===== src/rtl/ewrapper_io_rx_deser_pkg.sv =====
// Shared constants, state encoding and lane-pair types for the eLink receive deserializer.
package ewrapper_io_rx_deser_pkg;

  localparam int unsigned LANES          = 9;
  localparam int unsigned WORD_W         = 72;
  localparam int unsigned PAIRS_PER_WORD = 4;
  localparam int unsigned PHASE_W        = 2;

  localparam logic [7:0] FRAME_START_DEFAULT = 8'h3F;
  localparam logic [7:0] IDLE_BYTE           = 8'h00;
  localparam logic [7:0] BUSY_BYTE           = 8'hFF;

  typedef enum logic {
    ST_HUNT   = 1'b0,
    ST_LOCKED = 1'b1
  } rx_state_e;

  // One IDDR capture: first-in-time and second-in-time bit of every lane.
  typedef struct packed {
    logic [LANES-1:0] even;
    logic [LANES-1:0] odd;
  } lane_pair_t;

  // Index 0 is the oldest pair of the window, index 3 the newest.
  typedef lane_pair_t [PAIRS_PER_WORD-1:0] pair_win_t;

  // Reassemble one lane's byte; the first bit on the wire lands in the MSB.
  function automatic logic [7:0] lane_byte(input pair_win_t win, input logic [3:0] lane);
    return {win[0].even[lane], win[0].odd[lane],
            win[1].even[lane], win[1].odd[lane],
            win[2].even[lane], win[2].odd[lane],
            win[3].even[lane], win[3].odd[lane]};
  endfunction

endpackage


===== src/rtl/ewrapper_io_rx_deser_if.sv =====
// Lane inputs from the IDDR stage and word outputs toward the receive FIFO.
interface ewrapper_io_rx_deser_if;
  import ewrapper_io_rx_deser_pkg::*;

  logic [LANES-1:0]  DATA_EVEN_IN;
  logic [LANES-1:0]  DATA_ODD_IN;
  logic [WORD_W-1:0] DATA_OUT_TO_DEVICE;
  logic              DATA_VALID;
  logic              FRAME_LOCKED;
  logic              FRAME_ERR;

  modport master (
    output DATA_EVEN_IN, DATA_ODD_IN,
    input  DATA_OUT_TO_DEVICE, DATA_VALID, FRAME_LOCKED, FRAME_ERR
  );

  modport slave (
    input  DATA_EVEN_IN, DATA_ODD_IN,
    output DATA_OUT_TO_DEVICE, DATA_VALID, FRAME_LOCKED, FRAME_ERR
  );
endinterface


===== src/rtl/erx_frame_detect.sv =====
// Frame-lane decision logic: start detection in HUNT, boundary checks in LOCKED.
module erx_frame_detect
  import ewrapper_io_rx_deser_pkg::*;
#(
  parameter logic [7:0] FRAME_START = FRAME_START_DEFAULT
) (
  input  logic [7:0]         frame_byte,
  input  logic [7:0]         prev_frame,
  input  logic [PHASE_W-1:0] phase,
  input  rx_state_e          state,
  output logic               emit_c,
  output logic               go_locked_c,
  output logic               go_hunt_c,
  output logic               err_c
);

  always_comb begin
    emit_c      = 1'b0;
    go_locked_c = 1'b0;
    go_hunt_c   = 1'b0;
    err_c       = 1'b0;
    case (state)
      ST_HUNT: begin
        // A start only counts when the preceding four pairs were idle.
        if ((frame_byte == FRAME_START) && (prev_frame == IDLE_BYTE)) begin
          emit_c      = 1'b1;
          go_locked_c = 1'b1;
        end
      end
      ST_LOCKED: begin
        if (phase == '1) begin
          if (frame_byte == IDLE_BYTE) begin
            go_hunt_c = 1'b1;
          end else begin
            emit_c = 1'b1;
            err_c  = (frame_byte != BUSY_BYTE) && (frame_byte != FRAME_START);
          end
        end
      end
      default: ;
    endcase
  end

endmodule


===== src/rtl/ewrapper_io_rx_deser.sv =====
// eLink RX deserializer: IDDR even/odd pairs in, frame-aligned 72-bit words out.
module ewrapper_io_rx_deser
  import ewrapper_io_rx_deser_pkg::*;
#(
  parameter bit         INVERT      = 1'b0,
  parameter logic [7:0] FRAME_START = FRAME_START_DEFAULT
) (
  input logic                   CLK_IN,
  input logic                   IO_RESET,
  ewrapper_io_rx_deser_if.slave rx
);

  pair_win_t          pair_hist_q, pair_hist_d;
  logic [7:0]         prev_frame_q, prev_frame_d;
  rx_state_e          state_q, state_d;
  logic [PHASE_W-1:0] phase_q, phase_d;
  logic [WORD_W-1:0]  word_q, word_d;
  logic               valid_q, valid_d;
  logic               err_q, err_d;

  lane_pair_t         in_pair_c;
  logic [WORD_W-1:0]  window_c;
  logic               emit_c, go_locked_c, go_hunt_c, err_c;

  assign in_pair_c = lane_pair_t'({rx.DATA_EVEN_IN, rx.DATA_ODD_IN} ^ {(2*LANES){INVERT}});

  // Inverse of the TX serializer's channel-to-byte alignment, one byte per lane.
  for (genvar k = 0; k < LANES; k++) begin : g_map
    assign window_c[8*k +: 8] = lane_byte(pair_hist_q, 4'(k));
  end

  erx_frame_detect #(
    .FRAME_START (FRAME_START)
  ) u_frame_detect (
    .frame_byte  (window_c[WORD_W-1 -: 8]),
    .prev_frame  (prev_frame_q),
    .phase       (phase_q),
    .state       (state_q),
    .emit_c      (emit_c),
    .go_locked_c (go_locked_c),
    .go_hunt_c   (go_hunt_c),
    .err_c       (err_c)
  );

  always_comb begin
    // Pairs leaving the window feed the previous-frame-byte history.
    pair_hist_d  = {in_pair_c, pair_hist_q[PAIRS_PER_WORD-1:1]};
    prev_frame_d = {prev_frame_q[5:0], pair_hist_q[0].even[LANES-1], pair_hist_q[0].odd[LANES-1]};
    state_d      = state_q;
    phase_d      = '0;
    word_d       = word_q;
    valid_d      = emit_c;
    err_d        = err_c;
    if (state_q == ST_LOCKED) begin
      phase_d = phase_q + PHASE_W'(1);
    end
    if (emit_c) begin
      word_d = window_c;
    end
    if (go_locked_c) begin
      state_d = ST_LOCKED;
      phase_d = '0;
    end
    if (go_hunt_c) begin
      state_d = ST_HUNT;
    end
  end

  always_ff @(posedge CLK_IN or posedge IO_RESET) begin
    if (IO_RESET) begin
      pair_hist_q  <= '0;
      prev_frame_q <= IDLE_BYTE;
      state_q      <= ST_HUNT;
      phase_q      <= '0;
      word_q       <= '0;
      valid_q      <= 1'b0;
      err_q        <= 1'b0;
    end else begin
      pair_hist_q  <= pair_hist_d;
      prev_frame_q <= prev_frame_d;
      state_q      <= state_d;
      phase_q      <= phase_d;
      word_q       <= word_d;
      valid_q      <= valid_d;
      err_q        <= err_d;
    end
  end

  assign rx.DATA_OUT_TO_DEVICE = word_q;
  assign rx.DATA_VALID         = valid_q;
  assign rx.FRAME_ERR          = err_q;
  assign rx.FRAME_LOCKED       = (state_q == ST_LOCKED);

endmodule


===== src/flat_wrapper.sv =====
// flat-port wrapper written by rule: the top's interface ports become plain ports
module ewrapper_io_rx_deser_flat import ewrapper_io_rx_deser_pkg::*;
#(
  parameter bit         INVERT      = 1'b0,
  parameter logic [7:0] FRAME_START = FRAME_START_DEFAULT
)
  (CLK_IN, IO_RESET, rx_DATA_EVEN_IN, rx_DATA_ODD_IN, rx_DATA_OUT_TO_DEVICE, rx_DATA_VALID, rx_FRAME_LOCKED, rx_FRAME_ERR);
  ewrapper_io_rx_deser_if rx_i ();
  input logic CLK_IN;
  input logic IO_RESET;
  input wire logic [$bits(rx_i.DATA_EVEN_IN)-1:0] rx_DATA_EVEN_IN;
  input wire logic [$bits(rx_i.DATA_ODD_IN)-1:0] rx_DATA_ODD_IN;
  output wire logic [$bits(rx_i.DATA_OUT_TO_DEVICE)-1:0] rx_DATA_OUT_TO_DEVICE;
  output wire logic [$bits(rx_i.DATA_VALID)-1:0] rx_DATA_VALID;
  output wire logic [$bits(rx_i.FRAME_LOCKED)-1:0] rx_FRAME_LOCKED;
  output wire logic [$bits(rx_i.FRAME_ERR)-1:0] rx_FRAME_ERR;
  assign rx_i.DATA_EVEN_IN = rx_DATA_EVEN_IN;
  assign rx_i.DATA_ODD_IN = rx_DATA_ODD_IN;
  assign rx_DATA_OUT_TO_DEVICE = rx_i.DATA_OUT_TO_DEVICE;
  assign rx_DATA_VALID = rx_i.DATA_VALID;
  assign rx_FRAME_LOCKED = rx_i.FRAME_LOCKED;
  assign rx_FRAME_ERR = rx_i.FRAME_ERR;
  ewrapper_io_rx_deser #(.INVERT(INVERT), .FRAME_START(FRAME_START)) u_core (.CLK_IN(CLK_IN), .IO_RESET(IO_RESET), .rx(rx_i));
endmodule

===== config.mk =====
export PLATFORM = sky130hd
export DESIGN_NAME = ewrapper_io_rx_deser_flat
export DESIGN_NICKNAME = d
export VERILOG_FILES = /design/src/rtl/ewrapper_io_rx_deser_pkg.sv /design/src/rtl/ewrapper_io_rx_deser_if.sv /design/src/rtl/erx_frame_detect.sv /design/src/rtl/ewrapper_io_rx_deser.sv /design/src/flat_wrapper.sv
export SDC_FILE = /design/constraint.sdc
export NUM_CORES = 1
export LEC_CHECK = 0
export CAP_MARGIN = 25
export CORE_MARGIN = 2
export CORE_UTILIZATION = 46
export DETAILED_ROUTE_END_ITERATION = 16
export GPL_TIMING_DRIVEN = 1
export HOLD_SLACK_MARGIN = 0.03
export MAX_ROUTING_LAYER = met4
export PLACE_DENSITY = 0.84
export SLEW_MARGIN = 20
export SYNTH_ARGS = -nofsm -noshare
export SYNTH_HDL_FRONTEND = slang
export SYNTH_SLANG_ARGS = --single-unit

===== constraint.sdc =====
create_clock -name CLK_IN -period 4.77 [get_ports CLK_IN]
set_clock_uncertainty 0.1 [all_clocks]
set_input_delay 0.7155 -clock CLK_IN [delete_from_list [all_inputs] [get_ports CLK_IN]]
set_output_delay 0.7155 -clock CLK_IN [all_outputs]
set_load 0.01 [all_outputs]

==> run metrics <==
Rel. slew slack=47.8%; Async SR Flop Fraction=100%; GRT Total Usage=16.3%; worst-path fanout max=39; final wirelength=8.31 mm; top cells by count, synth=dfrtp_1, mux2_2, mux2_4; cts bufs inserted=17; pin count of the biggest net entering global routing=158; library cells used by synthesis=22; clock-pin slew on the worst setup and hold paths=0.06 ns; ys flop type=dfrtp_1; RSZ-0062 raised after global routing=false; Antenna diodes=0; Vias=2536; cell count after placement=498; final setup vio count=0; leading area contributor after synthesis=dfrtp_1; 1st-pass router iterations=4; Worst EP required=5.08 ns; HPWL after DPL=5.23 mm; first-pass GRT wire length=13.7 mm; H-tree depth=4; clk_lat worst skew=0.52 ns; Cell Rows=38; minimum clock period=2.52 ns; Final Hold Viols=0; fmax=397 MHz; Initial Utilization=46.6%; DRT antenna net count=0; max-cap violations=0; Peak VDD IR=0.261 mV; die area=11700 um2; Slew @ Worst Pin=0.783 ns; total congestion overflow=0; Chip Height=108 um; largest cells by area after synthesis=dfrtp_1, mux2_2, mux2_4, buf_4, nand2_1; final worst path period share=52.8%; Syn Nets=289; vias in the first global route=2797; Synth Instances=268; Synth Cell Area=5010 um2; Placer Congestion=0.798; yosys synthesis warning count=0; Max clock buf depth=2; Core Region=10700 um2; arrival time at the worst endpoint=2.82 ns; # clock sinks=157; Routed WL per cell=15.7 um; #FFs+latches synth=157; kind of critical path=register to register; power density over the cells=406 nW/um2; number of synthesized flops with an enable pin=0; CTS tree=done; Final nets=398; Post-Route Setup TNS=0 ns; status=complete, no violations; LEAKAGE=3.08 nW; initial antenna violation count=0; postcts setup bufs=0; Hold Path Class=register to register; Worst Reg-to-Reg Cells=6; critical path endpoint category=register; DRC=0; CTS root buffer=clkbuf_8; most frequent cell after synthesis=dfrtp_1; post-cts hold buffer count=0; Avg Cell Area, Syn=18.7 um2; area grow syn2layout=33.8%; post-CTS sizing=0; final cell count without fillers=530; Cells on Worst Hold Path=0; pre-CTS setup slack=2.24 ns; DIE WIDTH=108 um; post-synth top area share=78.5%; initial DRC count=82; Buffers on Ports=94; Max Slew Vio Count=0; vias per cell=4.78; layout cell share with drive strength beyond 1=27.2%; Worst Setup Start Kind=register; Seq/Total Area, Yosys=78.5%; worst setup margin=2.25 ns; IO Count=95
per-stage QoR:
stage / power, mW / hold slack [ns] / util, % / area (um2)
CTS: 2.76 / 0.268 / 62.4 / 6700
finish: 2.72 / 0.265 / 62.4 / 6700
detailed placement: 1.48 / 0.256 / 57.1 / 6130
global route: 2.83 / 0.273 / 62.4 / 6700
floorplan: 1.44 / 0.249 / - / 5010
global placement: 1.47 / 0.249 / 56.8 / 6110
cells in the final DEF, fill, tap and decap left out, types with 2 or more instances in the layout:
master,n
clkinv_2,3
clkinvlp_4,5
clkdlybuf4s50_1,94
clkbuf_1,3
dfrtp_1,157
nor4_2,2
mux2_4,9
nand2_1,7
o21ai_0,4
buf_12,2
nor2_1,7
nand3_1,3
bufinv_16,2
clkbuf_8,3
clkbuf_16,16
mux2_2,59
nor4_1,2
where the power goes:
part           leakage [nW]  switching (mW)  internal, mW
clock network         0.267           0.499         0.770
logic                 0.803          0.0327        0.0274
registers              2.01          0.0210          1.37
cell families (layout without fill, tap and decap cells):
kind of cell    Yosys count  count (layout)  share of synthesized area (%)
flops                   157             157                           78.5
simple gates             26              26                           2.75
mux                      68              68                           16.0
buf+inv                   8             130                           1.27
compound gates            7               7                           1.12
fa+ha+maj                 1               1                          0.250
xor+xnor                  1               1                          0.175
final cells by class:
cell class	count	area [um2]
repair buffers	97	1010
inverters	1	7.51
well taps	140	175
clock inverters	10	114
flip-flops and latches	157	3930
fillers	794	4040
multi-input cells	103	1010
clock buffers	22	453
critical path, stage by stage (launching register included):
cell and delay, ns:
dfrtp_1 0.43, nor4_1 0.30, nand3_1 0.20, o21ai_4 0.48, buf_16 0.24, buf_12 0.24, mux2_2 0.37
metal layers:
| layer | global-route usage, % | routed length, um |
|---|---|---|
| met5 | - | 0 |
| met4 | 7.60 | 135 |
| met3 | 6.99 | 639 |
| met2 | 23.9 | 4070 |
| met1 | 19.5 | 3470 |
state kept, by name, summed over array words and instances, names as in the netlist:
register,count
u_core.prev_frame_q,8
u_core.rx.DATA_OUT_TO_DEVICE,72
u_core.phase_q,2
u_core.rx.DATA_VALID,1
u_core.rx.FRAME_ERR,1
u_core.pair_hist_d,54
u_core.pair_hist_q,18
u_core.rx.FRAME_LOCKED,1
path summary, 6_finish.rpt:
check                                                   to                  start  slack, ns
min                                  u_core.pair_hist_q[5]  u_core.pair_hist_d[5]       0.27
min in group asynchronous           u_core.pair_hist_d[37]               IO_RESET       0.71
min reg2reg                          u_core.pair_hist_q[5]  u_core.pair_hist_d[5]       0.27
max reg2reg                u_core.rx.DATA_OUT_TO_DEVICE[3]  u_core.pair_hist_q[8]       2.25
max in group asynchronous           u_core.prev_frame_q[3]               IO_RESET       3.28
max                        u_core.rx.DATA_OUT_TO_DEVICE[3]  u_core.pair_hist_q[8]       2.25
Note: power is estimated with default switching activity, not from simulation.
